<file path="src/rtl/sy_updn_modcnt.sv">
// Cascadable up/down modulo counter with parallel load and wrap pulse.
// Define SY_UPDN_MODCNT_SAT_EN to saturate at the terminal value instead of wrapping.
module sy_updn_modcnt #(
  parameter int N       = 4,
  parameter int MOD     = 2**N,
  parameter int RST_VAL = 0
) (
  input  logic         clk,
  input  logic         rst,
  input  logic         enable,
  input  logic         up_dn,
  input  logic         load,
  input  logic [N-1:0] load_val,
  output logic [N-1:0] q,
  output logic         tc,
  output logic         wrap
);

  // N+1 bits so that MOD = 2**N still fits
  localparam logic [N:0]   TOP   = (N+1)'(MOD - 1);
  localparam logic [N-1:0] TOP_Q = TOP[N-1:0];
  localparam logic [N-1:0] RST_Q = N'(RST_VAL);
  localparam logic [N-1:0] ONE   = N'(1);

  logic         at_top;
  logic         at_bot;
  logic         over;
  logic [N-1:0] q_nxt;
  logic         wrap_nxt;

  assign at_top = {1'b0, q} == TOP;
  assign at_bot = q == '0;
  assign over   = {1'b0, q} > TOP;
  assign tc     = enable & (up_dn ? at_top : at_bot);

  always_comb begin
    q_nxt    = q;
    wrap_nxt = 1'b0;
    if (load) begin
      q_nxt = ({1'b0, load_val} > TOP) ? TOP_Q : load_val;
    end else if (enable) begin
      if (over) begin
        q_nxt = '0;
      end else if (up_dn) begin
        if (at_top) begin
`ifdef SY_UPDN_MODCNT_SAT_EN
          q_nxt    = TOP_Q;
`else
          q_nxt    = '0;
          wrap_nxt = 1'b1;
`endif
        end else begin
          q_nxt = q + ONE;
        end
      end else begin
        if (at_bot) begin
`ifdef SY_UPDN_MODCNT_SAT_EN
          q_nxt    = '0;
`else
          q_nxt    = TOP_Q;
          wrap_nxt = 1'b1;
`endif
        end else begin
          q_nxt = q - ONE;
        end
      end
    end
  end

  always_ff @(posedge clk or negedge rst) begin
    if (!rst) begin
      q    <= RST_Q;
      wrap <= 1'b0;
    end else begin
      q    <= q_nxt;
      wrap <= wrap_nxt;
    end
  end

endmodule

</file>
<file path="config.mk">
export PLATFORM = sky130hd
export DESIGN_NAME = sy_updn_modcnt
export DESIGN_NICKNAME = d
export VERILOG_FILES = /design/src/rtl/sy_updn_modcnt.sv
export SDC_FILE = /design/constraint.sdc
export NUM_CORES = 1
export LEC_CHECK = 0
export CORE_AREA = 2 2 39 41
export CTS_BUF_LIST = sky130_fd_sc_hd__clkbuf_16
export DETAILED_ROUTE_END_ITERATION = 7
export DIE_AREA = 0 0 41 43
export HOLD_SLACK_MARGIN = 0.08
export SYNTH_ARGS = -nofsm -noshare
export SYNTH_HDL_FRONTEND = slang
export SYNTH_SLANG_ARGS = --single-unit
export TNS_END_PERCENT = 30
</file>
<file path="constraint.sdc">
create_clock -name clk -period 4 [get_ports clk]
set_input_delay 0.8 -clock clk [delete_from_list [all_inputs] [get_ports clk]]
set_output_delay 0.8 -clock clk [all_outputs]
set_load 0.05 [all_outputs]
</file>
# Word-level counts from Yosys, hierarchy flattened
# Cells that the tools add are included.
# classes
n_eq_ne,1
n_addsub,2
n_reduce_logical,2
mux,11
bitwise_logic,1
# op_table
cell,n
$mux W4,5
$mux W1,6
$add A4 B1 Y4 const B,1
$eq A4 B4 Y1 const B,1
$logic_not A4 Y1,1
$sub A4 B1 Y4 const B,1
$reduce_bool A2 Y1,1
$and A1 B1 Y1,1
# totals
ff_bits,5
in_bits,9
word_cells,19

# Logic depth before layout (Yosys ltp)
# depth
word_depth,5
ltp_mapped,7
depth_no_buf,6

# Least setup slack after synthesis
# No wires, ideal clock.
# synth_timing
path_kind,register -> output
start,register q[0]
end,output port tc
path_stages_with_launch,7
setup_slack_ps,1240
path_buffers,1
arrival_ps,1960
cell_sequence,dfrtp_1 buf_2 inv_1 ha_1 or3b_4 o21ai_0 and2_1
# synth_between
elab_chain_len,3
word_cells_on_any_way,4
cone_classes,1 x eq/ne; 1 x mux; 1 x bitwise; 1 x reduce/logical
# synth_rtl
element,line_no,rtl
from (decl),14,"output logic [N-1:0] q,"
from (signal assigned),75,q <= q_nxt;
$eq A4 B4 Y1 / $logic_not A4 Y1 (equally long branches),"31, 32",
$mux W1 (*),34,assign tc = enable & (up_dn ? at_top : at_bot);
$and A1 B1 Y1 (*),34,
to (decl),15,"output logic tc,"
# Every way passes the cells marked *; elsewhere a longest branch is shown, timed or not.

# Worst setup path after layout
# layout_timing
start,input port up_dn
end,output port tc
# layout_between
elab_chain_len,2
# layout_rtl
element,line_no,rtl
from (decl),11,"input logic up_dn,"
$mux W1,34,
$and A1 B1 Y1,34,
# Every way passes these cells.

==> out/metrics.cfg <==
[logic_synthesis]
synth-simple-area-share_pct = 16.8
ys.flop_type = dfrtp_1
synth-xor-area-share_pct = 4.44
synth_cell_types = 25
synth_seq_cells = 5
seq_area_frac_synth_pct = 31.7
synth_adder_area_share_pct = 6.35
synth_top_family_by_area = compound AO/OA/AOI/OAI gates
synth_edf_count = 0
synth_compound_area_share_pct = 26.3
netlist_area_um2 = 394
synth_area_per_cell_um2 = 8.96
ys_warn_count = 0
syn_inst = 44
synth_fp_nets = 55
muxShareOfSynthArea_pct = 5.40
async_reset_ff_share_pct = 100

[power_and_ir_drop]
p_int_uw = 223
switching_share_pct = 27.6
power.density_nw_per_um2 = 504
clkPwrFrac_pct = 51.3
p_leak_nw = 0.266
seqPwrFrac_pct = 22.4
peakVddDrop_mv = 0.288
combPwrFrac_pct = 26.3
total_power_uw = 308
power.switching_uw = 84.9

[global_routing]
grt_max_degree = 11
met1_usage_pct = 13.4
grt_pass1_wl_um = 1300
gr-usage-met2_pct = 16.9
busiest_layer = met2
antenna_found_initial = 0
grt_usage_pct = 10.8
gr-usage-met3_pct = 3.14
grt_pass1_vias = 327
gr-total-overflow = 0

[cts]
cts_setup_buffers = 0
cts_hold_buf = 0
cts_tree = yes
clk_pin_slew_ns = 0.03
clock_latency_ns = 0.22
ctsLongestPathBuffers = 2
cts_max_level = 1
clock_sinks = 5
cts_root_buf = clkbuf_16
cts_buffers = 3
ctsResizeCount = 0

[timing]
slew_headroom_pct = 67.3
rsz0062_at_grt = no
min_period_ns = 3.05
tns_ns = 0
hold_violations = 0
fin_crit_sh_pct = 76.2
slew_violations = 0
finClkSkew_ns = 0.000106
worst_pin_slew_ns = 0.489
holdWs_ns = 0.751
max_clock_freq_mhz = 328
setup_viol = 0
finalWorstSetupSlack_ns = 0.952

[finish]
nets = 71
antenna_cells = 0
multi_input_area_um2 = 234
design_area_um2 = 611
n_fill_cell = 151
mostFrequentLayoutCells = 13 x clkdlybuf4s50_1, 5 x inv_1, 5 x nand2_1, 5 x dfrtp_1
regArea_um2 = 125
layout_commonest_cell = clkdlybuf4s50_1
area_growth_pct = 54.9
layout-drive-gt1-share_pct = 16.9

[job]
maxCapViolCount = 0

[setup_path]
slowest_stage = clkdlybuf4s50_1
start_kind = input pin
cpPeakStageDelay_ns = 0.53
timing.critical_path.required_ns = 3.20
critPathBufInv = 2
endpoint_kind = primary output
cp_cell_sequence = clkdlybuf4s50_1, or3b_4, o21ai_0, and2_1, buf_4
crit_fanout = 7
critPathTopFamily = buffers and inverters
critPathArrivalTime_ns = 2.25
critPathKind = input pin to primary output

[route]
drt_wl_total_um = 783
vias_per_cell = 4.75
drt_iter0_markers = 1
vias = 356
firstDrtPassIters = 2
wire_per_inst_um = 10.4
detail-route-antenna-nets = 0
drc = 0

[floorplan]
fp-row-count = 14
die_w_um = 41
core-area_um2 = 1380
io-pin-count = 15
die_h_um = 43
initial_core_util_pct = 28.5
design.die.area_um2 = 1760

[placed_design]
gp_congestion = 0.728
io_buffers = 14
place_area_um2 = 532
dp_slack_ns = 0.929
dp_hpwl_um = 608

[status]
status = finished clean

[min_path]
min_path_type = flop to flop

stage by stage:
| step | util, % | cells |
|---|---|---|
| global route | 44.1 | 75 |
| global placement | 38.4 | 71 |
| finish | 44.1 | 75 |
| detailed placement | 38.4 | 71 |
| floorplan | - | 44 |
| CTS | 44.1 | 75 |
power groups by stage:
| stage | clock network (mW) | registers (mW) | logic (mW) |
|---|---|---|---|
| after global routing | 0.163 | 0.0704 | 0.0892 |
| after global placement | 0 | 0.0690 | 0.0809 |
| after floorplan | 0 | 0.0845 | 0.0399 |
| after CTS | 0.160 | 0.0691 | 0.0821 |
| after detailed placement | 0 | 0.0696 | 0.0809 |
| final | 0.158 | 0.0690 | 0.0810 |
layout make-up:
type,instances,area share (%)
clock buffer,3,12.3
sequential,5,20.5
timing repair buffer,14,22.5
clock inverter,1,0.615
tap,16,3.28
inverter,4,2.46
multi-input combinational,32,38.3
worst reg2reg max path, delay by kind of cell, from the launching register on:
| kind | cells | cell delay [ns] |
|---|---|---|
| AOI/OAI and AO/OA | 3 | 0.45 |
| adders and majority gates | 1 | 0.18 |
| buffers and inverters | 1 | 0.10 |
| DFF | 1 | 0.48 |
| and+or+nand+nor | 1 | 0.39 |
layer usage:
metal  part of all wire, %  vias up
met4                     0        0
met5                     0        -
met1                    45      165
li1                      -      184
met2                    51        7
met3                   3.4        0
path summary, 6_finish.rpt:
kind                                  start          endpoint  slack, ns  cells after the start
min                        q[1]$_DFFE_PN0P_  q[1]$_DFFE_PN0P_       0.75                      2
min in group asynchronous               rst    wrap$_DFF_PN0_       0.80                      1
max reg2reg                q[0]$_DFFE_PN0P_  q[0]$_DFFE_PN0P_       2.33                      6
max                                   up_dn                tc       0.95                      5
max in group asynchronous               rst  q[3]$_DFFE_PN0P_       3.02                      1
min reg2reg                q[1]$_DFFE_PN0P_  q[1]$_DFFE_PN0P_       0.75                      2
flip-flops by register name, indices dropped and copies added, names as in the netlist:
name  flops
q         4
wrap      1
synth_stat cells (all sizes together), types with 2 or more instances:
| library cell | instances | area share [%] |
|---|---|---|
| inv | 4 | 3.8 |
| nand2 | 5 | 4.8 |
| xnor2 | 2 | 4.4 |
| buf | 3 | 5.1 |
| nor2 | 2 | 1.9 |
| a21oi | 3 | 3.8 |
| dfrtp | 5 | 32 |
| o21ai | 4 | 6.0 |
| a31o | 2 | 4.4 |
| ha | 2 | 6.3 |
logic make-up after synthesis:
| family | count (synthesis) |
|---|---|
| adders and majority gates | 2 |
| AOI/OAI and AO/OA | 14 |
| DFF | 5 |
| buffers and inverters | 7 |
| and+or+nand+nor | 12 |
| xor gates and xnor gates | 2 |
| muxes | 2 |
Note: power is estimated with default switching activity, not from simulation.
